===== config.mk =====
export PLATFORM = sky130hd
export DESIGN_NAME = serial_subtractor
export DESIGN_NICKNAME = d
export VERILOG_FILES = /design/src/rtl/serial_subtractor.sv
export SDC_FILE = /design/constraint.sdc
export NUM_CORES = 1
export LEC_CHECK = 0
export ABC_AREA = 1
export CAP_MARGIN = 5
export CORE_ASPECT_RATIO = 0.6
export CORE_MARGIN = 1.5
export CORE_UTILIZATION = 46
export DETAILED_ROUTE_END_ITERATION = 8
export PLACE_DENSITY = 0.8
export SYNTH_ARGS = -nofsm -noshare
export SYNTH_HDL_FRONTEND = slang
export SYNTH_SLANG_ARGS = --single-unit

===== constraint.sdc =====
create_clock -name clk -period 1.2 [get_ports clk]
set_input_delay 0.12 -clock clk [delete_from_list [all_inputs] [get_ports clk]]
set_output_delay 0.12 -clock clk [all_outputs]
set_load 0.01 [all_outputs]

===== src/rtl/serial_subtractor.sv =====
// Bit-serial subtractor: diff = a - b mod 2^WIDTH and borrow = (a < b), one bit per cycle, LSB first.
// Latency is WIDTH cycles from start to done; there is no backpressure, and start is ignored while busy.
module serial_subtractor #(
    parameter int WIDTH = 8
) (
    input  logic             clk,
    input  logic             rst_n,
    input  logic             start,
    input  logic [WIDTH-1:0] a,
    input  logic [WIDTH-1:0] b,
    output logic             busy,
    output logic             done,
    output logic [WIDTH-1:0] diff,
    output logic             borrow
);
    localparam int CW = $clog2(WIDTH + 1);

    typedef enum logic {IDLE, SHIFT} state_t;

    state_t           state_q, state_d;
    logic [CW-1:0]    cnt_q, cnt_d;
    logic [WIDTH-1:0] a_q, a_d;
    logic [WIDTH-1:0] b_q, b_d;
    logic [WIDTH-2:0] p_q, p_d;
    logic             bin_q, bin_d;
    logic [WIDTH-1:0] diff_q, diff_d;
    logic             borrow_q, borrow_d;
    logic             done_q, done_d;

    logic             bit_d;
    logic             bit_bout;
    logic             last_bit;

    assign bit_d    = a_q[0] ^ b_q[0] ^ bin_q;
    assign bit_bout = (~a_q[0] & b_q[0]) | (~(a_q[0] ^ b_q[0]) & bin_q);
    assign last_bit = (cnt_q == CW'(WIDTH - 1));

    always_comb begin
        state_d  = state_q;
        cnt_d    = cnt_q;
        a_d      = a_q;
        b_d      = b_q;
        p_d      = p_q;
        bin_d    = bin_q;
        diff_d   = diff_q;
        borrow_d = borrow_q;
        done_d   = 1'b0;
        case (state_q)
            IDLE: begin
                if (start) begin
                    a_d     = a;
                    b_d     = b;
                    bin_d   = 1'b0;
                    cnt_d   = '0;
                    state_d = SHIFT;
                end
            end
            SHIFT: begin
                // Partial result only needs WIDTH-1 bits; the final bit goes straight into diff.
                p_d   = (WIDTH-1)'({bit_d, p_q} >> 1);
                a_d   = a_q >> 1;
                b_d   = b_q >> 1;
                bin_d = bit_bout;
                cnt_d = cnt_q + CW'(1);
                if (last_bit) begin
                    state_d  = IDLE;
                    diff_d   = {bit_d, p_q};
                    borrow_d = bit_bout;
                    done_d   = 1'b1;
                end
            end
            default: state_d = IDLE;
        endcase
    end

    always_ff @(posedge clk or negedge rst_n) begin
        if (!rst_n) begin
            state_q  <= IDLE;
            cnt_q    <= '0;
            a_q      <= '0;
            b_q      <= '0;
            p_q      <= '0;
            bin_q    <= 1'b0;
            diff_q   <= '0;
            borrow_q <= 1'b0;
            done_q   <= 1'b0;
        end else begin
            state_q  <= state_d;
            cnt_q    <= cnt_d;
            a_q      <= a_d;
            b_q      <= b_d;
            p_q      <= p_d;
            bin_q    <= bin_d;
            diff_q   <= diff_d;
            borrow_q <= borrow_d;
            done_q   <= done_d;
        end
    end

    assign busy   = (state_q == SHIFT);
    assign done   = done_q;
    assign diff   = diff_q;
    assign borrow = borrow_q;
endmodule


==> impl_metrics.json <==
{
  "switchingPower_mw": 2.13,
  "fin_hold_ws_ns": 0.271,
  "critical_path_arrival_ns": 1.45,
  "initial_utilization": 0.499,
  "floorplan.rows": 16,
  "gp_routability_congestion": 0.768,
  "number_of_global_route_vias_before_repair": 1302,
  "finalNetCount": 257,
  "cp_data_required_time_ns": 1.44,
  "grt_overflow_total": 0,
  "ys_async_sr_fraction": 1.00,
  "overall_die_width_um": 81.2,
  "antenna_found_initial": 0,
  "yosysWarnings": 0,
  "diodes": 0,
  "syn_area_mm2": 0.00169,
  "run_status": "finished, violations left",
  "r2r_slack_ns": -0.01,
  "area_growth_syn_to_layout_pct": 34.5,
  "power.static_leakage_nw": 1.19,
  "seqPwrFrac": 0.394,
  "critical_path.startpoint_type": "register",
  "drt_total_wl_mm": 3.63,
  "via_count": 1388,
  "io_pins": 30,
  "post-synth-top-area-fraction": 0.578,
  "maxSlewViolCount": 0,
  "final_cells": 282,
  "cts.reportedPaths.clkPinSlew_ns": 0.07,
  "fp.dieArea_mm2": 0.00405,
  "drt_first_pass_iters": 4,
  "grt_max_degree": 19,
  "final_layout_size_suffix_gt1_frac": 0.152,
  "failed_checks": "negative setup slack",
  "yosysMostFrequentCell": "sky130_fd_sc_hd__nand2_1",
  "synth_sequential_area_ratio": 0.578,
  "cts-buffers-inserted": 5,
  "synth_commonest_cells": "96 x sky130_fd_sc_hd__nand2_1, 39 x sky130_fd_sc_hd__dfrtp_1, 20 x sky130_fd_sc_hd__nand3_1",
  "dp_hpwl_mm": 2.43,
  "grt_util_met1": 0.286,
  "global_route.usage.total": 0.206,
  "antenna_left": 0,
  "cts_tree": "built",
  "timing_worst_setup_path_type": "register to register",
  "worstSetupEndpointType": "register",
  "coreArea_mm2": 0.00338,
  "most_common_flop_cell_mapped_by_yosys": "sky130_fd_sc_hd__dfrtp_1",
  "post_synth.cell_area_avg_um2": 8.88,
  "syn-num-nets": 211,
  "yosys.area.top_type": "sky130_fd_sc_hd__dfrtp_1",
  "max-slew-margin-rel": 0.742,
  "grt-busiest-layer": "met2",
  "numClockSinks": 39,
  "h-tree-depth": 2,
  "synthDistinctLibCells": 21,
  "clock_insertion_delay_worst_skew_ns": 0.30,
  "port_buffers": 29,
  "floorplan.die.height_um": 49.9,
  "min_period_over_period": 1.01,
  "skew_final_ns": 0.00583,
  "maxCapViolCount": 0,
  "worst_ir_drop_vdd_mv": 1.40,
  "detail_route.drc_violations": 0,
  "clockBufferDepth": 2,
  "place_inst": 268,
  "pwr-share-comb": 0.431,
  "setup_viol_count_final": 1,
  "postLayoutSetupSlackWorst_ns": -0.0146,
  "drt-initial-drc-count": 71,
  "grt_pass1_wl_mm": 6.00,
  "globalRouteMet3Util": 0.0685,
  "critPathMaxFanout": 2,
  "n_fill_cell": 274,
  "place_worst_setup_slack_ns": -0.118,
  "r2r-start": "a_q[0]",
  "netlist_instances": 190,
  "setup.worst_path.start": "a_q[0]",
  "cts_root_buf": "sky130_fd_sc_hd__clkbuf_8",
  "power.density_mw_per_mm2": 2450,
  "crit-reg2reg-capture": "p_q[6]",
  "finalHoldViolations": 0,
  "worst_pin_slew_ns": 0.387,
  "detail_route.wl_per_cell_um": 12.9,
  "clock.fmax_ghz": 0.823,
  "reg2reg_depth": 3,
  "synth_top_cells_by_area": "sky130_fd_sc_hd__dfrtp_1 58%, sky130_fd_sc_hd__nand2_1 21%, sky130_fd_sc_hd__nand3_1 5.9%",
  "synth-edff-count": 0,
  "avgViaCountPerCell": 4.92,
  "groute.layer.met2.usage": 0.297,
  "hold_path_class": "input port to asynchronous set/reset pin",
  "flip_flop_and_latch_count_after_synthesis": 39,
  "setup_repair_after_global_routing_missed_its_margin": "true",
  "crit_end": "p_q[6]",
  "p_sw_frac": 0.384,
  "clkPwrFrac": 0.175,
  "p_int_mw": 3.42,
  "post-route-min-period_ns": 1.21
}
-- repair_timing --
action	in CTS	in global routing
pin swaps	0	6
setup endpoints to repair	22	26
setup buffers	3	2
cloned	1	0
endpoints found under the hold margin	15	0
gates resized for setup	13	8
hold buffers	1	0
-- registers in the layout (all words and copies together), names as in the netlist --
name / count
b_q: 8
bin_q: 1
a_q: 8
cnt_q: 4
p_q: 7
borrow: 1
busy: 1
diff: 8
done: 1
-- power by group through the flow --
stage | sequential (mW) | combinational [mW] | clock, mW
after floorplan | 2.21 | 1.29 | 0
after global placement | 2.19 | 2.10 | 0
after detailed placement | 2.20 | 2.19 | 0
after CTS | 2.16 | 2.23 | 0.973
after global routing | 2.25 | 2.67 | 1.06
final | 2.19 | 2.39 | 0.973
-- cell usage in the layout, fill, tap and decap left out, drive strengths merged --
cell / count
dlygate4sd2: 11
clkinvlp: 1
dfrtp: 39
buf: 15
nand3b: 1
o21ai: 2
fa: 1
inv: 12
nor2: 5
clkbuf: 8
ha: 1
o22ai: 1
nand3: 22
nand2: 98
a21oi: 1
dlygate4sd3: 1
o211ai: 1
clkdlybuf4s50: 17
-- routing by layer --
metal / vias up / part of all wire
li1: 681 / -
met3: 8 / 0.066
met5: - / 0
met1: 658 / 0.47
met2: 41 / 0.44
met4: 0 / 0.019
-- how the worst min path moves through the flow --
| stage | from | endpoint | slack, ns | cells past startpoint |
|---|---|---|---|---|
| after floorplan | rst_n | a_q[0] | -0.18 | 0 |
| after global placement | rst_n | b_q[2] | 0.06 | 1 |
| after detailed placement | rst_n | busy | 0.07 | 1 |
| final | rst_n | b_q[3] | 0.27 | 2 |
| after global routing | rst_n | b_q[2] | 0.32 | 2 |
| after CTS | rst_n | b_q[2] | 0.29 | 2 |
-- critical path, cell delays in order, from the launching register on --
cell                      delay [ns]
sky130_fd_sc_hd__dfrtp_1        0.42
sky130_fd_sc_hd__fa_2           0.61
sky130_fd_sc_hd__nand2_1        0.07
sky130_fd_sc_hd__nand2_1        0.06
-- final cells by class --
cell class / instances / area (um2) / area share
Clock buffer: 8 / 100 / 0.0441
Inverter: 12 / 47.5 / 0.0209
Multi-Input combinational cell: 133 / 663 / 0.292
Sequential cell: 39 / 976 / 0.430
Tap cell: 45 / 56.3 / 0.0248
Timing Repair Buffer: 44 / 419 / 0.185
Timing Repair inverter: 1 / 7.51 / 0.00331
-- per-stage QoR --
step	setup TNS, ns	util	cell area, um2	total power, mW
global placement	-1.14	0.619	2100	4.28
global route	-0.111	0.671	2270	5.98
floorplan	0	-	1690	3.49
finish	-0.0146	0.671	2270	5.56
CTS	-0.00126	0.659	2230	5.37
detailed placement	-1.49	0.619	2100	4.39
-- kinds of logic (layout without fill, tap and decap cells) --
| group | Yosys count | after routing | share of synthesized area |
|---|---|---|---|
| fa+ha+maj | 2 | 2 | 0.0193 |
| flops | 39 | 39 | 0.578 |
| compound gates | 5 | 5 | 0.0171 |
| simple gates | 126 | 126 | 0.331 |
| buf+inv | 18 | 65 | 0.0541 |
No activity file was read; power rests on OpenSTA's default activity.
